<file path="src/rtl/clock_pkg.sv">
// Shared definitions for the digital clock / LCD project.
//   - bcd_t        : one BCD digit
//   - LCD_*        : HD44780 command bytes used by the sequencer
//   - ASCII_*      : characters placed on the display
//   - seq_state_t  : LCD sequencer phases
//   - bcd_ascii()  : BCD digit to printable ASCII
package clock_pkg;

  typedef logic [3:0] bcd_t;

  localparam logic [7:0] LCD_FUNC_SET = 8'h38;  // 8-bit bus, 2 lines, 5x8 font
  localparam logic [7:0] LCD_DISP_ON  = 8'h0C;  // display on, cursor off
  localparam logic [7:0] LCD_ENTRY    = 8'h06;  // increment, no shift
  localparam logic [7:0] LCD_CLEAR    = 8'h01;
  localparam logic [7:0] LCD_LINE1    = 8'h80;
  localparam logic [7:0] LCD_LINE2    = 8'hC0;

  localparam logic [7:0] ASCII_0     = 8'h30;
  localparam logic [7:0] ASCII_SPACE = 8'h20;
  localparam logic [7:0] ASCII_COLON = 8'h3A;
  localparam logic [7:0] ASCII_A     = 8'h41;
  localparam logic [7:0] ASCII_E     = 8'h45;
  localparam logic [7:0] ASCII_I     = 8'h49;
  localparam logic [7:0] ASCII_M     = 8'h4D;
  localparam logic [7:0] ASCII_N     = 8'h4E;
  localparam logic [7:0] ASCII_P     = 8'h50;
  localparam logic [7:0] ASCII_R     = 8'h52;
  localparam logic [7:0] ASCII_S     = 8'h53;
  localparam logic [7:0] ASCII_T     = 8'h54;
  localparam logic [7:0] ASCII_U     = 8'h55;

  typedef enum logic [1:0] {
    SEQ_POWER,    // idle steps after reset
    SEQ_INIT,     // four init commands
    SEQ_CLRWAIT,  // idle steps while the clear command completes
    SEQ_FRAME     // 21-step refresh frame, repeats forever
  } seq_state_t;

  function automatic logic [7:0] bcd_ascii(input bcd_t d);
    return ASCII_0 + {4'h0, d};
  endfunction

endpackage

</file>
<file path="src/rtl/lcd_byte_writer.sv">
// One LCD bus transfer per step of STEP_CYCLES cycles.
//   clk, rst_n : clock, asynchronous active-low reset
//   start      : accepted while done=1; latches byte_in/rs_in/strobe
//   strobe     : 1 = pulse E during the step, 0 = idle (timing-only) step
//   done       : high while idle and in the last cycle of a step, so
//                back-to-back starts give gapless steps
//   e, rs, data: registered LCD pins; rs/data hold for the whole step
module lcd_byte_writer
  import clock_pkg::*;
#(
  parameter int STEP_CYCLES = 5000
) (
  input  logic       clk,
  input  logic       rst_n,
  input  logic       start,
  input  logic       strobe,
  input  logic       rs_in,
  input  logic [7:0] byte_in,
  output logic       done,
  output logic       e,
  output logic       rs,
  output logic [7:0] data
);

  localparam int CW = $clog2(STEP_CYCLES + 1);
  localparam logic [CW-1:0] LAST  = CW'(STEP_CYCLES - 1);
  localparam logic [CW-1:0] E_ON  = CW'(STEP_CYCLES / 4);
  localparam logic [CW-1:0] E_OFF = CW'(3 * STEP_CYCLES / 4);

  logic          busy;
  logic          strobe_q;
  logic [CW-1:0] cnt;
  logic [CW-1:0] cnt_nxt;
  logic          last;

  assign last    = busy && (cnt == LAST);
  assign done    = !busy || last;
  assign cnt_nxt = cnt + 1'b1;

  // e is registered from the next count so it is high exactly while
  // cnt lies in [E_ON, E_OFF).
  always_ff @(posedge clk or negedge rst_n) begin
    if (!rst_n) begin
      busy     <= 1'b0;
      strobe_q <= 1'b0;
      cnt      <= '0;
      e        <= 1'b0;
      rs       <= 1'b0;
      data     <= '0;
    end else if (start && done) begin
      busy     <= 1'b1;
      strobe_q <= strobe;
      cnt      <= '0;
      e        <= 1'b0;
      rs       <= rs_in;
      data     <= byte_in;
    end else if (busy && !last) begin
      cnt <= cnt_nxt;
      e   <= strobe_q && (cnt_nxt >= E_ON) && (cnt_nxt < E_OFF);
    end else begin
      busy <= 1'b0;
      e    <= 1'b0;
    end
  end

endmodule

</file>
<file path="src/rtl/digital_clock_lcd.sv">
// 24-hour BCD real-time clock with keypad time-set, driving an HD44780 LCD.
//   clock  : system clock
//   reset  : asynchronous active-low reset
//   mode   : [0] time-set, [1] 12-hour display, [6:2] unused
//   button : [9:0] digits, [10] cursor back, [11] cursor forward
//   E/RS/RW/DATA : write-only 8-bit LCD bus (RW tied low)
module digital_clock_lcd
  import clock_pkg::*;
#(
  parameter int SEC_CYCLES      = 100_000_000,
  parameter int LCD_STEP_CYCLES = 5000,
  parameter int POWERUP_STEPS   = 400,
  parameter int CLEAR_STEPS     = 40
) (
  input  logic        clock,
  input  logic        reset,
  input  logic [6:0]  mode,
  input  logic [11:0] button,
  output logic        E,
  output logic        RS,
  output logic        RW,
  output logic [7:0]  DATA
);

  localparam int PW   = $clog2(SEC_CYCLES);
  localparam int IW_P = $clog2(POWERUP_STEPS + 1);
  localparam int IW_C = $clog2(CLEAR_STEPS + 1);
  localparam int IW_M = (IW_P > IW_C) ? IW_P : IW_C;
  localparam int IW   = (IW_M > 5) ? IW_M : 5;

  logic          unused_mode;
  logic [PW-1:0] presc;
  logic          tick;
  bcd_t          ht, hu, mt, mu, st, su;
  logic [2:0]    cursor;
  logic          mode0_q;
  logic [11:0]   btn_p0, btn_p1, btn_p2;
  logic [11:0]   edges;
  logic          key_vld;
  logic [3:0]    key;
  logic          legal;

  assign unused_mode = ^mode[6:2];
  assign RW          = 1'b0;
  assign tick        = !mode[0] && (presc == PW'(SEC_CYCLES - 1));
  assign edges       = btn_p1 & ~btn_p2;

  // Only the lowest-numbered rising edge acts.
  always_comb begin
    key_vld = 1'b0;
    key     = '0;
    for (int i = 11; i >= 0; i--) begin
      if (edges[i]) begin
        key_vld = 1'b1;
        key     = 4'(i);
      end
    end
  end

  always_comb begin
    legal = 1'b1;
    case (cursor)
      3'd0:       legal = (key <= 4'd2);
      3'd1:       legal = (ht == 4'd2) ? (key <= 4'd3) : 1'b1;
      3'd2, 3'd4: legal = (key <= 4'd5);
      default:    legal = 1'b1;
    endcase
  end

  // Stage p0/p1: synchronizer; p2: previous value for edge detect.
  always_ff @(posedge clock or negedge reset) begin
    if (!reset) begin
      btn_p0 <= '0;
      btn_p1 <= '0;
      btn_p2 <= '0;
    end else begin
      btn_p0 <= button;
      btn_p1 <= btn_p0;
      btn_p2 <= btn_p1;
    end
  end

  always_ff @(posedge clock or negedge reset) begin
    if (!reset) begin
      presc   <= '0;
      mode0_q <= 1'b0;
      cursor  <= '0;
      {ht, hu, mt, mu, st, su} <= '0;
    end else begin
      mode0_q <= mode[0];
      if (mode[0] || tick) presc <= '0;
      else                 presc <= presc + 1'b1;

      if (tick) begin
        if (su != 4'd9) su <= su + 1'b1;
        else begin
          su <= '0;
          if (st != 4'd5) st <= st + 1'b1;
          else begin
            st <= '0;
            if (mu != 4'd9) mu <= mu + 1'b1;
            else begin
              mu <= '0;
              if (mt != 4'd5) mt <= mt + 1'b1;
              else begin
                mt <= '0;
                if (ht == 4'd2 && hu == 4'd3) begin
                  ht <= '0;
                  hu <= '0;
                end else if (hu == 4'd9) begin
                  hu <= '0;
                  ht <= ht + 1'b1;
                end else hu <= hu + 1'b1;
              end
            end
          end
        end
      end else if (mode[0] && !mode0_q) begin
        cursor <= '0;
      end else if (mode[0] && key_vld) begin
        if (key <= 4'd9) begin
          if (legal) begin
            case (cursor)
              3'd0: begin
                ht <= key;
                if (key == 4'd2 && hu > 4'd3) hu <= 4'd3;
              end
              3'd1:    hu <= key;
              3'd2:    mt <= key;
              3'd3:    mu <= key;
              3'd4:    st <= key;
              default: su <= key;
            endcase
            cursor <= (cursor == 3'd5) ? 3'd0 : cursor + 1'b1;
          end
        end else if (key == 4'd10) begin
          cursor <= (cursor == 3'd0) ? 3'd5 : cursor - 1'b1;
        end else begin
          cursor <= (cursor == 3'd5) ? 3'd0 : cursor + 1'b1;
        end
      end
    end
  end

  // Displayed hour: 24-hour value or its 12-hour form.
  logic [4:0] h24, hshow;
  bcd_t       dht, dhu;
  logic       pm;

  always_comb begin
    h24   = 5'({1'b0, ht}) * 5'd10 + 5'({1'b0, hu});
    pm    = (h24 >= 5'd12);
    hshow = h24;
    if (mode[1]) begin
      if (h24 == 5'd0)       hshow = 5'd12;
      else if (h24 > 5'd12)  hshow = h24 - 5'd12;
    end
    if (hshow >= 5'd20) begin
      dht = 4'd2;
      dhu = 4'(hshow - 5'd20);
    end else if (hshow >= 5'd10) begin
      dht = 4'd1;
      dhu = 4'(hshow - 5'd10);
    end else begin
      dht = 4'd0;
      dhu = 4'(hshow);
    end
  end

  // Sequence ROM: what the next step sends, sampled as the step starts.
  seq_state_t    seq_st;
  logic [IW-1:0] idx;
  logic [4:0]    fidx;
  logic          wr_done, w_strobe, w_rs;
  logic [7:0]    w_byte;

  assign fidx = idx[4:0];

  always_comb begin
    w_strobe = 1'b0;
    w_rs     = 1'b0;
    w_byte   = '0;
    case (seq_st)
      SEQ_INIT: begin
        w_strobe = 1'b1;
        case (fidx[1:0])
          2'd0:    w_byte = LCD_FUNC_SET;
          2'd1:    w_byte = LCD_DISP_ON;
          2'd2:    w_byte = LCD_ENTRY;
          default: w_byte = LCD_CLEAR;
        endcase
      end
      SEQ_FRAME: begin
        w_strobe = 1'b1;
        w_rs     = 1'b1;
        w_byte   = ASCII_SPACE;
        case (fidx)
          5'd0:  begin w_rs = 1'b0; w_byte = LCD_LINE1; end
          5'd1:  w_byte = ASCII_T;
          5'd2:  w_byte = ASCII_I;
          5'd3:  w_byte = ASCII_M;
          5'd4:  w_byte = ASCII_E;
          5'd6:  w_byte = bcd_ascii(dht);
          5'd7:  w_byte = bcd_ascii(dhu);
          5'd8:  w_byte = ASCII_COLON;
          5'd9:  w_byte = bcd_ascii(mt);
          5'd10: w_byte = bcd_ascii(mu);
          5'd11: w_byte = ASCII_COLON;
          5'd12: w_byte = bcd_ascii(st);
          5'd13: w_byte = bcd_ascii(su);
          5'd14: begin w_rs = 1'b0; w_byte = LCD_LINE2; end
          5'd15: w_byte = mode[0] ? ASCII_S : ASCII_R;
          5'd16: w_byte = mode[0] ? ASCII_E : ASCII_U;
          5'd17: w_byte = mode[0] ? ASCII_T : ASCII_N;
          5'd19: w_byte = mode[1] ? (pm ? ASCII_P : ASCII_A) : ASCII_SPACE;
          5'd20: w_byte = mode[1] ? ASCII_M : ASCII_SPACE;
          default: w_byte = ASCII_SPACE;
        endcase
      end
      default: ;
    endcase
  end

  // A new step is issued every time the writer is ready.
  always_ff @(posedge clock or negedge reset) begin
    if (!reset) begin
      seq_st <= SEQ_POWER;
      idx    <= '0;
    end else if (wr_done) begin
      case (seq_st)
        SEQ_POWER:
          if (idx == IW'(POWERUP_STEPS - 1)) begin
            seq_st <= SEQ_INIT;
            idx    <= '0;
          end else idx <= idx + 1'b1;
        SEQ_INIT:
          if (idx == IW'(3)) begin
            seq_st <= (CLEAR_STEPS > 1) ? SEQ_CLRWAIT : SEQ_FRAME;
            idx    <= '0;
          end else idx <= idx + 1'b1;
        SEQ_CLRWAIT:
          if (idx == IW'(CLEAR_STEPS - 2)) begin
            seq_st <= SEQ_FRAME;
            idx    <= '0;
          end else idx <= idx + 1'b1;
        default:
          idx <= (idx == IW'(20)) ? '0 : idx + 1'b1;
      endcase
    end
  end

  lcd_byte_writer #(
    .STEP_CYCLES(LCD_STEP_CYCLES)
  ) u_writer (
    .clk     (clock),
    .rst_n   (reset),
    .start   (wr_done),
    .strobe  (w_strobe),
    .rs_in   (w_rs),
    .byte_in (w_byte),
    .done    (wr_done),
    .e       (E),
    .rs      (RS),
    .data    (DATA)
  );

endmodule

</file>
<file path="config.mk">
export PLATFORM = sky130hd
export DESIGN_NAME = digital_clock_lcd
export DESIGN_NICKNAME = d
export VERILOG_FILES = /design/src/rtl/clock_pkg.sv /design/src/rtl/lcd_byte_writer.sv /design/src/rtl/digital_clock_lcd.sv
export SDC_FILE = /design/constraint.sdc
export NUM_CORES = 1
export LEC_CHECK = 0
export ABC_CLOCK_PERIOD_IN_PS = 3900
export BUFFER_PORTS_ARGS = -buffer_cell sky130_fd_sc_hd__buf_2
export CORE_ASPECT_RATIO = 0.75
export CORE_MARGIN = 2
export CORE_UTILIZATION = 60
export CTS_CLUSTER_DIAMETER = 100
export CTS_CLUSTER_SIZE = 40
export DETAILED_ROUTE_END_ITERATION = 10
export PLACE_DENSITY_LB_ADDON = 0.12
export SETUP_SLACK_MARGIN = 0.4
export SLEW_MARGIN = 20
export SYNTH_ARGS = -nofsm -noshare
export SYNTH_HDL_FRONTEND = slang
export SYNTH_SLANG_ARGS = --single-unit
</file>
<file path="constraint.sdc">
create_clock -name clock -period 3.9 [get_ports clock]
set_input_delay 0.195 -clock clock [delete_from_list [all_inputs] [get_ports clock]]
set_output_delay 0.195 -clock clock [all_outputs]
set_load 0.05 [all_outputs]
</file>
# ---- After elaboration in Yosys (flattened, before gate mapping)
# Index checks and enable logic that the tools add are counted.
dict set report totals {
  word_cells 283
  ff_bits 127
}
dict set report op_classes {
  muxes 127
  bitwise 3
  magnitude_cmp 11
  n_addsub 21
  multipliers 1
  reduce_logical 44
  eq_ne 56
}
# operator n
set op_table {}
lappend op_table {{two-way mux 4 bit} 72}
lappend op_table {{one-hot mux 8 bit (18 select lines)} 1}
lappend op_table {{adder 6 x 4 -> 7 bit (first input constant)} 6}
lappend op_table {{== test 5 x 4 -> 1 bit (second input constant)} 8}
lappend op_table {{two-way mux 9 bit} 4}
lappend op_table {{two-way mux 5 bit} 6}
lappend op_table {{adder 27 x 1 -> 27 bit (second input constant)} 1}
lappend op_table {{== test 27 bit (second input constant)} 1}
lappend op_table {{two-way mux 27 bit} 1}
lappend op_table {{one-hot mux 9 bit (3 select lines)} 1}
lappend op_table {{two-way mux 13 bit} 2}
lappend op_table {{adder 4 x 1 -> 4 bit (second input constant)} 6}
lappend op_table {{two-way mux 1 bit} 22}
lappend op_table {{two-way mux 3 bit} 7}
lappend op_table {{== test 5 bit (second input constant)} 4}
lappend op_table {{AND reduction 10 bit} 2}
lappend op_table {{one-hot mux 6 bit (3 select lines)} 1}
lappend op_table {{nonzero test 2 bit} 9}
lappend op_table {{inequality test 2 bit (second input constant)} 8}
lappend op_table {{one-hot mux 8 bit (2 select lines)} 1}
lappend op_table {{== test 5 x 3 -> 1 bit (second input constant)} 3}
lappend op_table {{two-way mux 7 bit} 2}
lappend op_table {{adder 13 x 1 -> 13 bit (second input constant)} 1}
lappend op_table {{== test 13 bit (second input constant)} 1}
lappend op_table {{56 further kinds} 93}

# ---- Logic depth before layout (Yosys ltp)
dict set report depth {
  ltp_word 23
  mapped_depth 12
  depth_no_buf 12
}

# ---- Modules after synthesis
# A second synthesis with hierarchy kept.
dict set report unflattened {
  cells_unflattened 875
  area_unflattened_um2 7883.8
}
# module cells_per_inst instances area_per_inst_um2 seq_area_each_um2
set by_module_without_submodules {}
lappend by_module_without_submodules {digital_clock_lcd 702 1 6242.2 2552.4}
lappend by_module_without_submodules {lcd_byte_writer 173 1 1641.6 625.6}

# ---- Worst setup path after synthesis
# Ideal clock, no wire load.
dict set report synth_timing {
  kind {register to register}
  start {reg ht[0]}
  end {reg u_writer.data[0]}
  setup_time_ns 0.128
  stages_incl_launch_ff 10
  arrival_time_ns 2.737
  path_buffers 0
  path_slack_ns 1.036
  path_cell_list {dfrtp_1 ha_1 ha_1 xor2_1 ha_1 o32ai_1 nand2b_1 o221ai_1 a211oi_1 o21ai_0}
}
dict set report synth_via {
  elab_chain_cells 12
}
# item line_no
set synth_rtl {}
lappend synth_rtl {{start: declaration} digital_clock_lcd.sv:34} ;# bcd_t ht, hu, mt, mu, st, su;
lappend synth_rtl {{start signal: assignment} digital_clock_lcd.sv:112} ;# ht <= ht + 1'b1;
lappend synth_rtl {{start signal: assignment} digital_clock_lcd.sv:125} ;# ht <= key;
lappend synth_rtl {{multiplier 4 x 3 -> 4 bit (*)} digital_clock_lcd.sv:151} ;# h24 = 5'({1'b0, ht}) * 5'd10 + 5'({1'b0, hu});
lappend synth_rtl {{adder 5 x 4 -> 5 bit (*)} digital_clock_lcd.sv:151}
lappend synth_rtl {{subtractor 5 x 4 -> 5 bit or greater-than comparator 5 x 4 -> 1 bit (tied branches)} digital_clock_lcd.sv:156} ;# else if (h24 > 5'd12) hshow = h24 - 5'd12;
lappend synth_rtl {{two-way mux 5 bit} digital_clock_lcd.sv:156}
lappend synth_rtl {{two-way mux 5 bit} digital_clock_lcd.sv:155} ;# if (h24 == 5'd0) hshow = 5'd12;
lappend synth_rtl {{two-way mux 5 bit} digital_clock_lcd.sv:154} ;# if (mode[1]) begin
lappend synth_rtl {{>= comparator 5 x 4 -> 1 bit or subtractor 4 bit (tied branches)} {digital_clock_lcd.sv:161, digital_clock_lcd.sv:163}}
lappend synth_rtl {{two-way mux 4 bit or two-way mux 1 bit (tied branches)} digital_clock_lcd.sv:161} ;# end else if (hshow >= 5'd10) begin
lappend synth_rtl {{two-way mux 4 bit or two-way mux 2 bit (tied branches)} digital_clock_lcd.sv:158} ;# if (hshow >= 5'd20) begin
lappend synth_rtl {{adder 6 x 4 -> 7 bit} clock_pkg.sv:40} ;# return ASCII_0 + {4'h0, d};
lappend synth_rtl {{one-hot mux 8 bit (18 select lines) (*)} digital_clock_lcd.sv:197} ;# case (fidx)
lappend synth_rtl {{one-hot mux 8 bit (2 select lines) (*)} digital_clock_lcd.sv:183} ;# case (seq_st)
lappend synth_rtl {{end signal: assignment} lcd_byte_writer.sv:56} ;# data <= byte_in;
lappend synth_rtl {{end: declaration} lcd_byte_writer.sv:22} ;# output logic [7:0] data
# Mark *: on every way between the ends. The rest lies on a longest branch, timed or not.
# A chain may end at the register's enable or synchronous reset.

# ---- Final worst setup path
dict set report layout_timing {
  start {reg presc[19]}
  end {reg ht[2]}
}
dict set report layout_via {
  elab_chain_cells 4
}
# item line_no
set layout_rtl {}
lappend layout_rtl {{start: declaration} digital_clock_lcd.sv:32} ;# logic [PW-1:0] presc;
lappend layout_rtl {{start signal: assignment} digital_clock_lcd.sv:92} ;# else presc <= presc + 1'b1;
lappend layout_rtl {{== test 27 bit (*)} digital_clock_lcd.sv:45} ;# assign tick = !mode[0] && (presc == PW'(SEC_CYCLES - 1));
lappend layout_rtl {{logical AND 1 bit (*)} digital_clock_lcd.sv:45}
lappend layout_rtl {{inequality test 3 x 1 -> 1 bit (no line) (tied with other cells)} n/a}
lappend layout_rtl {{AND reduction 10 bit (no line)} n/a}
# Marks and branches as above.

==> run summary <==
• status: finished clean
• cell area after synthesis: 7610 µm²
• reg-to-reg startpoint: presc[19]
• total setup buffers inserted after CTS: 0
• slowest CP cell: sky130_fd_sc_hd__or4_1
• largest clock skew in the final design: 6.164 ps
• Antenna diodes: 0
• number of max-cap violations: 0
• hold path start: mode[0]
• Antenna Nets Post-Route: 0
• Net count, final: 909
• type of the worst setup path: reg -> reg
• synthesized instance count: 840
• H-tree depth reported by CTS: 4
• R2R Setup Slk: 740 ps
• Worst Slack Setup Final: 743.7 ps
• Via Count: 6,733
• ratio of routed vias to standard cells: 6.468
• die span in x: 134.0 µm
• Crit Reg-Reg Endpoint: ht[2]
• commonest non-fill, non-tap cells in the layout: sky130_fd_sc_hd__dfrtp_1 (127), sky130_fd_sc_hd__nor2_1 (79), sky130_fd_sc_hd__nand2_1 (69)
• most common cell after layout, fill and taps aside: sky130_fd_sc_hd__dfrtp_1
• kind of cell adding the most delay to the critical path: simple AND/OR/NAND/NOR gates
• sum of buffers and inverters on the critical path: 0
• total routing resource utilization after global routing: 28.40%
• Primary FF master, synth: sky130_fd_sc_hd__dfrtp_1
• worst-skew pair later-pin latency: 420 ps
• timing-limited maximum frequency: 0.3168 GHz
• number of cells on the worst hold path: 1
• Worst Reg-to-Reg Cells: 8
• highest fanout seen on the critical path: 12
• overflow left after global routing: 0
• Total Negative Setup Slacks: 0 ps
• startpoint of the most critical setup path: presc[19]
• TritonCTS Sinks: 127
• endpoint arrival time on the critical path: 3490 ps
• setup repair after global routing missed its margin: no
• classification of the worst-slack hold path: in -> reg
• Slew Limit Fails: 0
• Inserted Clock Buffers: 17
• ratio of total power to cell area: 608.0 nW/µm²
• TritonCTS clock tree: done
• pre-CTS setup slack: 538.0 ps
• Worst Setup Start Kind: flip-flop
• WHS Endpoint: mode0_q
• wire length of the first global-routing pass: 30,960 µm
• largest net degree at the start of global routing: 70
• final worst-path cycle share: 80.93%
• Min Clock Period, post-route: 3156 ps
• CP endpoint kind: flip-flop
• RD Place Congestion: 0.8884
• Max-slew headroom: 36.32%
• fraction of registers with async set/reset: 100.0%
• final wirelength: 18,220 µm
• cell total after placement: 996
• average footprint of a synthesized cell: 9.059 µm²
• total die area: 13,610 µm²
• number of hold violations in the final report: 0
• post-synthesis to final-layout area growth: 13.07%
• Critical Path, Cell by Cell: nor4_1 -> nand4_1 -> or4_1 -> a41o_1 -> or3b_2 -> a21oi_1 -> o21ai_0 -> o221ai_1
• leakage power of the design: 3.628 nW
• number of primary I/O pins: 32
• number of distinct standard cells referenced by the synthesized netlist: 86
• number of cells in the finished layout apart from fillers: 1,041
• flip-flop and latch count after synthesis: 127
• number of antenna violations at the first check in global routing: 0
• HPWL after detailed placement: 12,460 µm
• Initial Utilization: 61.62%
• clock tree buffer depth: 2
• number of enable flip-flop cells after synthesis: 0
• Worst-Margin Slew: 947.9 ps
• number of placement rows: 35
• port bufs: 25
• Root Buffer: sky130_fd_sc_hd__clkbuf_16
• Syn Nets: 887
• detail-routed net length per standard cell: 17.50 µm
• worst stage delay on the critical path: 710 ps
• number of DRC violations after detailed routing: 0
• Die Y-Extent: 101.5 µm
• final setup violation count: 0
• initial detailed-routing violation count: 880
• data required time of the worst path: 4230 ps
• maximum ir drop on the vdd rail: 0.3994 mV
• detailed-router iteration count before antenna repair: 5
• standard cell core area: 12,350 µm²
• clock transition at the registers of the reported paths: 60 ps
• fraction of layout cells with a size suffix above 1: 10.74%
• Seq/Total Area, Yosys: 41.76%
• count of yosys warnings during synthesis: 0
• vias in the first global route: 6,282
==> metrics by stage <==
step / hold slack, ps / utilization, % / cell area (µm²) / total power, mW
finish: 23.81 / 69.68 / 8605 / 5.231
global route: 13.00 / 69.68 / 8605 / 5.551
CTS: 18.53 / 69.47 / 8579 / 5.166
detailed placement: 299.8 / 63.58 / 7851 / 3.516
global placement: 277.6 / 63.58 / 7851 / 3.405
floorplan: -100.6 / - / 7610 / 3.110
==> flip-flops by register name (all words and copies together), names as in the netlist, 8 cells and up <==
signal,cells
presc,27
u_writer.cnt,13
btn_p0,12
btn_p1,12
btn_p2,12
idx,9
u_writer.data,8
==> worst register-to-register path, stage by stage (launching register included) <==
cell,delay (ps)
sky130_fd_sc_hd__dfrtp_1,460
sky130_fd_sc_hd__nor4_1,450
sky130_fd_sc_hd__nand4_1,260
sky130_fd_sc_hd__or4_1,710
sky130_fd_sc_hd__a41o_1,380
sky130_fd_sc_hd__or3b_2,470
sky130_fd_sc_hd__a21oi_1,140
sky130_fd_sc_hd__o21ai_0,100
sky130_fd_sc_hd__o221ai_1,100
==> power breakdown <==
part	switching [mW]	internal (mW)	total [mW]	leakage (nW)
Combinational	1.08	0.713	1.79	1.70
Clock	0.661	0.964	1.63	0.290
Sequential	0.342	1.47	1.82	1.64
Total	2.08	3.15	5.23	3.63
==> cell usage after synthesis, drive strengths merged (7+ instances only) <==
master    n  share of area [%]
a211oi   10                1.1
a21oi    42                2.8
a22oi     9               0.89
a31oi    16                1.3
and2     10               0.82
and3     18                1.5
clkbuf   34                1.7
dfrtp   127                 42
ha       25                4.1
inv      31                1.5
mux2      7                1.0
mux2i    10                1.3
nand2    69                3.4
nand2b   18                1.5
nand3    43                2.8
nand4    18                1.7
nor2     79                3.9
nor2b    18                1.5
nor3     27                1.8
nor4      7               0.85
o211ai    7               0.69
o21ai    59                3.9
o31ai    10               0.99
xnor2    11                1.3
xor2     23                2.6
==> cell families (layout without fill, tap and decap cells) <==
group,count (synthesis),after routing,share of synthesized area (%)
XOR/XNOR,35,35,4.209
adder cells (fa/ha/maj),26,26,4.374
multiplexers,17,17,2.351
buffers and inverters,71,106,3.666
flip-flops,127,127,41.76
AO/OA/AOI/OAI,219,219,19.30
other,2,2,0.09869
AND/OR/NAND/NOR,343,343,24.24
==> worst max path at each step <==
stage          cells after the start          endpoint
3_3_place_gp                       9  u_writer.data[0]
5_1_grt                           12  u_writer.data[3]
4_1_cts                            9  u_writer.data[0]
6_report                           8             ht[2]
3_5_place_dp                       9  u_writer.data[0]
2_1_floorplan                      9  u_writer.data[0]
==> what timing repair did <==
action / CTS / global route
gates resized for setup: 0 / 3
setup endpoints to repair: 0 / 4
hold buffers: 13 / 0
hold endpoints to repair: 70 / 0
==> metal layers <==
metal	vias up	part of all wire [%]	global-route usage [%]
li1	3123	-	-
met1	3262	46	41.47
met2	303	45	42.84
met3	45	7.0	5.706
met4	0	1.9	9.555
met5	-	0	0
==> final cells by class <==
type	instances	area, µm²
multi-input combinational	642	4197
fill	968	3745
sequential	127	3178
clock buffer	17	425.4
timing repair buffer	43	307.8
tap	166	207.7
clock inverter	15	172.7
inverter	31	116.4
No activity file was read; power rests on OpenSTA's default activity.
